File: config.mk
export PLATFORM = sky130hd
export DESIGN_NAME = reduce_unit_pipe
export DESIGN_NICKNAME = d
export VERILOG_FILES = /design/src/rtl/reduce_unit_pipe.sv
export SDC_FILE = /design/constraint.sdc
export NUM_CORES = 1
export LEC_CHECK = 0
export CAP_MARGIN = 5
export CORE_ASPECT_RATIO = 0.8
export CORE_MARGIN = 4
export CORE_UTILIZATION = 29
export DETAILED_ROUTE_END_ITERATION = 8
export GPL_TIMING_DRIVEN = 0
export PLACE_DENSITY = 0.51
export RECOVER_POWER = 50
export SLEW_MARGIN = 20
export SYNTH_ARGS = -nofsm -noshare
export SYNTH_HDL_FRONTEND = slang
export SYNTH_SLANG_ARGS = --single-unit
File: constraint.sdc
create_clock -name clk -period 3.6 [get_ports clk]
set_clock_uncertainty 0.1 [all_clocks]
set_input_delay 0.36 -clock clk [delete_from_list [all_inputs] [get_ports clk]]
set_output_delay 0.36 -clock clk [all_outputs]
set_load 0.01 [all_outputs]
File: src/rtl/reduce_unit_pipe.sv
// Three-stage pipelined N-bit reduction (OR/AND/XOR/NOR) with valid/ready flow
// control and a saturating counter of 1-results.
module reduce_unit_pipe #(
  parameter int WIDTH   = 8,
  parameter int GROUPS  = 2,
  parameter int COUNT_W = 8
) (
  input  logic               clk,
  input  logic               rst_n,
  input  logic               in_valid,
  output logic               in_ready,
  input  logic [WIDTH-1:0]   in_data,
  input  logic [1:0]         in_mode,
  output logic               out_valid,
  input  logic               out_ready,
  output logic               out_result,
  output logic [1:0]         out_mode,
  input  logic               cnt_clr,
  output logic [COUNT_W-1:0] hit_count
);

  localparam int SLICE_W = WIDTH / GROUPS;
  localparam logic [1:0] MODE_OR  = 2'b00;
  localparam logic [1:0] MODE_AND = 2'b01;
  localparam logic [1:0] MODE_XOR = 2'b10;
  localparam logic [1:0] MODE_NOR = 2'b11;
  localparam logic [COUNT_W-1:0] CNT_MAX = {COUNT_W{1'b1}};
  localparam logic [COUNT_W-1:0] CNT_ONE = {{(COUNT_W-1){1'b0}}, 1'b1};

  if ((WIDTH < 2) || (GROUPS < 1) || ((WIDTH % GROUPS) != 0)) begin : g_bad_params
    $error("reduce_unit_pipe: WIDTH must be >= 2 and a multiple of GROUPS");
  end

  // NOR reduces with OR here; the inversion happens once, in stage C.
  function automatic logic slice_reduce(input logic [SLICE_W-1:0] bits_s,
                                        input logic [1:0]         mode_s);
    logic red_s;
    case (mode_s)
      MODE_AND:          red_s = &bits_s;
      MODE_XOR:          red_s = ^bits_s;
      MODE_OR, MODE_NOR: red_s = |bits_s;
      default:           red_s = |bits_s;
    endcase
    return red_s;
  endfunction

  function automatic logic group_reduce(input logic [GROUPS-1:0] bits_s,
                                        input logic [1:0]        mode_s);
    logic red_s;
    case (mode_s)
      MODE_AND:          red_s = &bits_s;
      MODE_XOR:          red_s = ^bits_s;
      MODE_OR, MODE_NOR: red_s = |bits_s;
      default:           red_s = |bits_s;
    endcase
    return red_s;
  endfunction

  logic              va_r, vb_r, vc_r;
  logic [WIDTH-1:0]  da_r;
  logic [1:0]        ma_r, mb_r, mc_r;
  logic [GROUPS-1:0] pb_r;
  logic              res_r;
  logic [COUNT_W-1:0] hit_r;

  logic              adv_a_s, adv_b_s, adv_c_s;
  logic [GROUPS-1:0] part_s;
  logic              final_s;

  // Backpressure chain: an empty or draining stage may accept new data.
  always_comb begin
    adv_c_s = 1'b0;
    adv_b_s = 1'b0;
    adv_a_s = 1'b0;
    adv_c_s = !vc_r | out_ready;
    adv_b_s = !vb_r | adv_c_s;
    adv_a_s = !va_r | adv_b_s;
  end

  // Per-slice partial reductions of the stage A operand.
  always_comb begin
    part_s = {GROUPS{1'b0}};
    for (int g = 0; g < GROUPS; g++) begin
      part_s[g] = slice_reduce(da_r[g*SLICE_W +: SLICE_W], ma_r);
    end
  end

  // Combine the partials and apply the NOR inversion.
  always_comb begin
    final_s = 1'b0;
    if (mb_r == MODE_NOR) begin
      final_s = !group_reduce(pb_r, mb_r);
    end else begin
      final_s = group_reduce(pb_r, mb_r);
    end
  end

  // Stage A: capture operand and mode only on an input transfer.
  always_ff @(posedge clk) begin
    if (!rst_n) begin
      va_r <= 1'b0;
      da_r <= {WIDTH{1'b0}};
      ma_r <= 2'b00;
    end else if (adv_a_s) begin
      va_r <= in_valid;
      if (in_valid) begin
        da_r <= in_data;
        ma_r <= in_mode;
      end
    end
  end

  // Stage B: register slice partials.
  always_ff @(posedge clk) begin
    if (!rst_n) begin
      vb_r <= 1'b0;
      pb_r <= {GROUPS{1'b0}};
      mb_r <= 2'b00;
    end else if (adv_b_s) begin
      vb_r <= va_r;
      if (va_r) begin
        pb_r <= part_s;
        mb_r <= ma_r;
      end
    end
  end

  // Stage C: register the final bit; held while the consumer stalls.
  always_ff @(posedge clk) begin
    if (!rst_n) begin
      vc_r  <= 1'b0;
      res_r <= 1'b0;
      mc_r  <= 2'b00;
    end else if (adv_c_s) begin
      vc_r <= vb_r;
      if (vb_r) begin
        res_r <= final_s;
        mc_r  <= mb_r;
      end
    end
  end

  // Saturating count of accepted 1-results; clear wins over increment.
  always_ff @(posedge clk) begin
    if (!rst_n) begin
      hit_r <= {COUNT_W{1'b0}};
    end else if (cnt_clr) begin
      hit_r <= {COUNT_W{1'b0}};
    end else if (vc_r && out_ready && res_r && (hit_r != CNT_MAX)) begin
      hit_r <= hit_r + CNT_ONE;
    end
  end

  assign in_ready   = adv_a_s & rst_n;
  assign out_valid  = vc_r;
  assign out_result = res_r;
  assign out_mode   = mc_r;
  assign hit_count  = hit_r;

endmodule
Yosys cells after proc, flatten, opt, wreduce, memory -nomap -nowiden
Cells that the tools add are included.
Widths: inputs -> output; s select.
{"block": "word_totals", "reg_bits": 28}
{"block": "op_classes", "n_reduce_logical": 24, "muxes": 5, "eq_ne": 7, "bitwise_logic": 5, "addsub": 1}
{"cell": "$pmux 1 s3", "count": 3}
{"cell": "$add 8x1->8 const B", "count": 1}
{"cell": "$eq 2x2->1 const B", "count": 4}
{"cell": "$ne 8x8->1 const B", "count": 1}
{"cell": "$reduce_and 2->1", "count": 4}
{"cell": "$reduce_and 4->1", "count": 2}
{"cell": "$reduce_or 2->1", "count": 4}
{"cell": "$reduce_or 4->1", "count": 2}
{"cell": "$reduce_xor 4->1", "count": 2}
{"cell": "$eq 2x1->1 const B", "count": 2}
{"cell": "$logic_not 1->1", "count": 4}
{"cell": "$logic_not 2->1", "count": 2}
{"cell": "$logic_and 1x1->1", "count": 3}
{"cell": "$or 1x1->1", "count": 3}
{"cell": "$mux 1", "count": 2}
{"cell": "$reduce_xor 2->1", "count": 1}
{"cell": "$and 1x1->1", "count": 1}
{"cell": "$not 1->1", "count": 1}

Depth between registers and ports, before layout
{"block": "depth", "ltp_word": 6, "depth_mapped": 6}

Worst setup path before layout
No wires, ideal clock.
{"block": "synth_timing", "path_type": "register to register", "start": "register hit_r[0] (netlist: hit_count[0])", "end": "register hit_r[4] (netlist: hit_count[4])", "path_slack_ns": 2.076, "stages_incl_launch_ff": 6, "path_buffers": 0, "t_arrival_ns": 1.365, "required_ns": 3.441, "path_cell_list": "dfxtp_1 > ha_1 > nand3_1 > o21ai_2 > or4_1 > nand2_1"}
{"block": "synth_between", "elab_chain_len": 2, "word_cells_on_any_way": 3}
{"element": "start: declaration", "line_no": "64", "rtl": "logic [COUNT_W-1:0] hit_r;"}
{"element": "start signal: assignment", "line_no": "146", "rtl": "hit_r <= {COUNT_W{1'b0}};"}
{"element": "start signal: assignment", "line_no": "148", "rtl": "hit_r <= {COUNT_W{1'b0}};"}
{"element": "start signal: assignment", "line_no": "150", "rtl": "hit_r <= hit_r + CNT_ONE;"}
{"element": "parallel branches: the longest is 2 deep, another holds $add 8x1->8"}
Several ways; the timed one is not identified.
A chain may end at the register's enable or synchronous reset.

Final worst setup path
{"block": "layout_timing", "start": "input port out_ready", "end": "output port in_ready"}
{"block": "layout_between", "elab_chain_len": 4}
{"element": "start: declaration", "line_no": "15", "rtl": "input logic out_ready,"}
{"element": "$or 1x1->1", "line_no": "75", "rtl": "adv_c_s = !vc_r | out_ready;"}
{"element": "$or 1x1->1", "line_no": "76", "rtl": "adv_b_s = !vb_r | adv_c_s;"}
{"element": "$or 1x1->1", "line_no": "77", "rtl": "adv_a_s = !va_r | adv_b_s;"}
{"element": "$and 1x1->1", "line_no": "154", "rtl": "assign in_ready = adv_a_s & rst_n;"}
{"element": "end: declaration", "line_no": "11", "rtl": "output logic in_ready,"}
No other way between the ends.

==> metrics.md <==
| Metric | Value |
|---|---|
| Worst path required time | 3.14 ns |
| CTS buffer count | 3 |
| CTS Sinks | 28 |
| Initial antenna violation count | 0 |
| Initial Utilization | 31.1% |
| Commonest non-fill, non-tap cell in the layout | dfxtp_1 |
| Post-synthesis sequential area ratio | 37.8% |
| Clk buf depth | 2 |
| Largest net degree at the start of global routing | 16 |
| Endpoint class of the critical path | output pin |
| Root Driver | clkbuf_8 |
| Final setup vio count | 0 |
| Global-route wire length before repair | 5.29 mm |
| Hpwl dp | 2.51 mm |
| Skew-Pair Late Insertion Delay | 0.27 ns |
| Die Y | 71.9 um |
| # DRC | 0 |
| CTS tree | yes |
| Max VDD drop | 166 uV |
| Mapped Cells | 167 |
| CTS-repair resized insts | 0 |
| CP peak stage delay | 0.57 ns |
| CP arrival | 2.20 ns |
| # Post-CTS Setup Buffers | 0 |
| Synth area leaders | dfxtp_1 (38%), ha_1 (14%), a21boi_0 (6.6%), nand2_1 (4.8%), nand3_1 (4.7%) |
| Mapped Nets | 198 |
| Final worst-path cycle share | 73.8% |
| DRT Wirelength | 3.14 mm |
| N_diodes | 0 |
| Routability Congestion | 0.806 |
| Layout cell share with drive strength beyond 1 | 3.03% |
| Min-Delay Path Class | reg -> reg |
| CP max FO | 10 |
| TritonRoute pass-1 iters | 4 |
| Max-slew violations | 0 |
| Worst-path cell chain | dlygate4sd3_1 -> nand4b_1 -> clkbuf_1 -> and2_1 -> clkdlybuf4s50_1 |
| Routed vias/inst | 4.62 |
| Vias | 1193 |
| Syn_area_per_cell | 8.87 um^2 |
| Worst r2r src | hit_count[0] |
| Final worst path period need | 2.66 ns |
| Initial DRC Count | 67 |
| Synth Warn # | 0 |
| Synthesized area | 1480 um^2 |
| Reported max-cap violation count | 0 |
| GRT Residual Overflow | 0 |
| Critical-path top delay cell | dlygate4sd3_1 |
| Worst reg2reg endpoint | hit_count[6] |
| Startpoint types | input port |
| Worst-margin pin slew | 0.771 ns |
| Top Ports | 28 |
| Place WS | 0.993 ns |
| Gr usage total | 10.6% |
| Reg2reg setup slack | 1.65 ns |
| PD cells | 320 nW/um^2 |
| Hold Fails Final Rpt | 0 |
| Max_slew headroom | 48.1% |
| Final ANT Viol Nets | 0 |
| Hold endpoint | da_r[1] |
| CTS H-Tree Depth | 1 |
| Kind of critical path | in -> out |
| Die area | 6320 um^2 |
| # nets final | 230 |
| IO buf count | 27 |
| Fmax | 377 MHz |
| Leading area contributor after synthesis | dfxtp_1 |
| Bufs and invs on worst path | 3 |
| Outcome | complete, no violations |
| Core box area | 4760 um^2 |
| R2R depth | 5 |
| Count of cell types in the netlist | 34 |
| Routed len/inst | 12.2 um |
| Die Wd | 87.9 um |
| Fin worst setup slack | 0.945 ns |
| Setup tns final | 0 ns |
| Hold path cells | 2 |
| Row cnt | 22 |
| Number of global-route vias before repair | 1153 |
| Most frequent cells in the layout | dfxtp_1 (28), clkdlybuf4s50_1 (22), nand2_1 (19) |
| Synthesis-stage register bit count | 28 |
| Post-synth top area share | 37.8% |
| Leakage | 0.763 nW |
| Hold Crit Start | da_r[1] |
| Delay-heaviest family, CP | buffers and inverters |
| Syn-to-layout area delta | 26.4% |
| CTS clk-pin slew, worst paths | 0.09 ns |
| RSZ-0062 raised after global routing | false |
| Hold_buf cts | 0 |
where the power goes:
part | switching [mW] | internal, mW
Combinational | 0.0348 | 0.0415
Sequential | 0.00868 | 0.320
Clock | 0.0971 | 0.0979
Total | 0.141 | 0.459
logic make-up (layout without fill, tap and decap cells):
group / Yosys count / after routing / synth area share, %
AOI/OAI and AO/OA: 34 / 34 / 16.7
muxes: 5 / 5 / 3.38
adders and majority gates: 16 / 16 / 13.5
and+or+nand+nor: 56 / 56 / 19.4
buffers and inverters: 22 / 53 / 5.57
DFF: 28 / 28 / 37.8
xor gates and xnor gates: 6 / 6 / 3.55
worst register-to-register path, stage by stage, from the launching register on:
cell,delay [ns]
dfxtp_1,0.40
ha_1,0.25
nand3_1,0.13
o21ai_0,0.64
o311ai_0,0.23
o41ai_1,0.10
final cells by class:
type,count,area [um^2]
plain buffers,5,18.8
clock buffers,4,55.1
fillers,488,2890
inverters,17,63.8
multi-input cells,117,830
flip-flops and latches,28,561
well taps,60,75.1
repair buffers,27,270
worst max path at each step:
stage,cells after the start,startpoint,slack [ns],to
final,5,out_ready,0.94,in_ready
after global routing,5,out_ready,0.84,in_ready
after CTS,5,out_ready,0.99,in_ready
after detailed placement,5,out_ready,0.99,in_ready
after global placement,5,out_ready,1.02,in_ready
after floorplan,5,hit_count[0],2.08,hit_count[4]
per-layer routing:
layer,track usage (%),vias to the layer above,routed length [um]
met5,0,-,0
met4,3.41,0,36
met3,2.50,2,111
met2,16.0,21,1380
met1,14.9,537,1610
li1,-,633,-
synth_stat cells:
master    number
a211o_1        1
a21bo_1        1
a21boi_0      13
a21oi_1        4
a221oi_1       1
a22oi_1        1
a31oi_1        1
and2_1         2
and3_1         2
buf_1          1
clkbuf_1       4
dfxtp_1       28
ha_1          16
inv_1         17
mux2i_1        5
nand2_1       19
nand2b_1       2
nand3_1       14
nand4_2        1
nand4b_1       1
nor2_1         3
nor2b_1        8
o211ai_1       2
o211ai_2       1
o21a_1         2
o21ai_0        4
o21ai_2        1
o311ai_0       1
o41ai_1        1
or2_2          1
or3_1          2
or4_1          1
xnor2_1        2
xor2_1         4
through the flow:
step	util, %	power (mW)	std cells	hold slack (ns)	instance area [um^2]
2_1_floorplan	-	0.380	167	0.360	1480
3_3_place_gp	38.4	0.412	254	0.376	1830
3_5_place_dp	38.4	0.413	254	0.382	1830
4_1_cts	39.5	0.611	258	0.396	1880
5_1_grt	39.3	0.633	258	0.423	1870
6_report	39.3	0.600	258	0.394	1870
registers in the layout (all words and copies together) (netlist names):
name        cells
da_r            8
hit_count       8
ma_r            2
mb_r            2
out_mode        2
pb_r            2
out_result      1
out_valid       1
va_r            1
vb_r            1
Power figures use the tool's default switching activity.
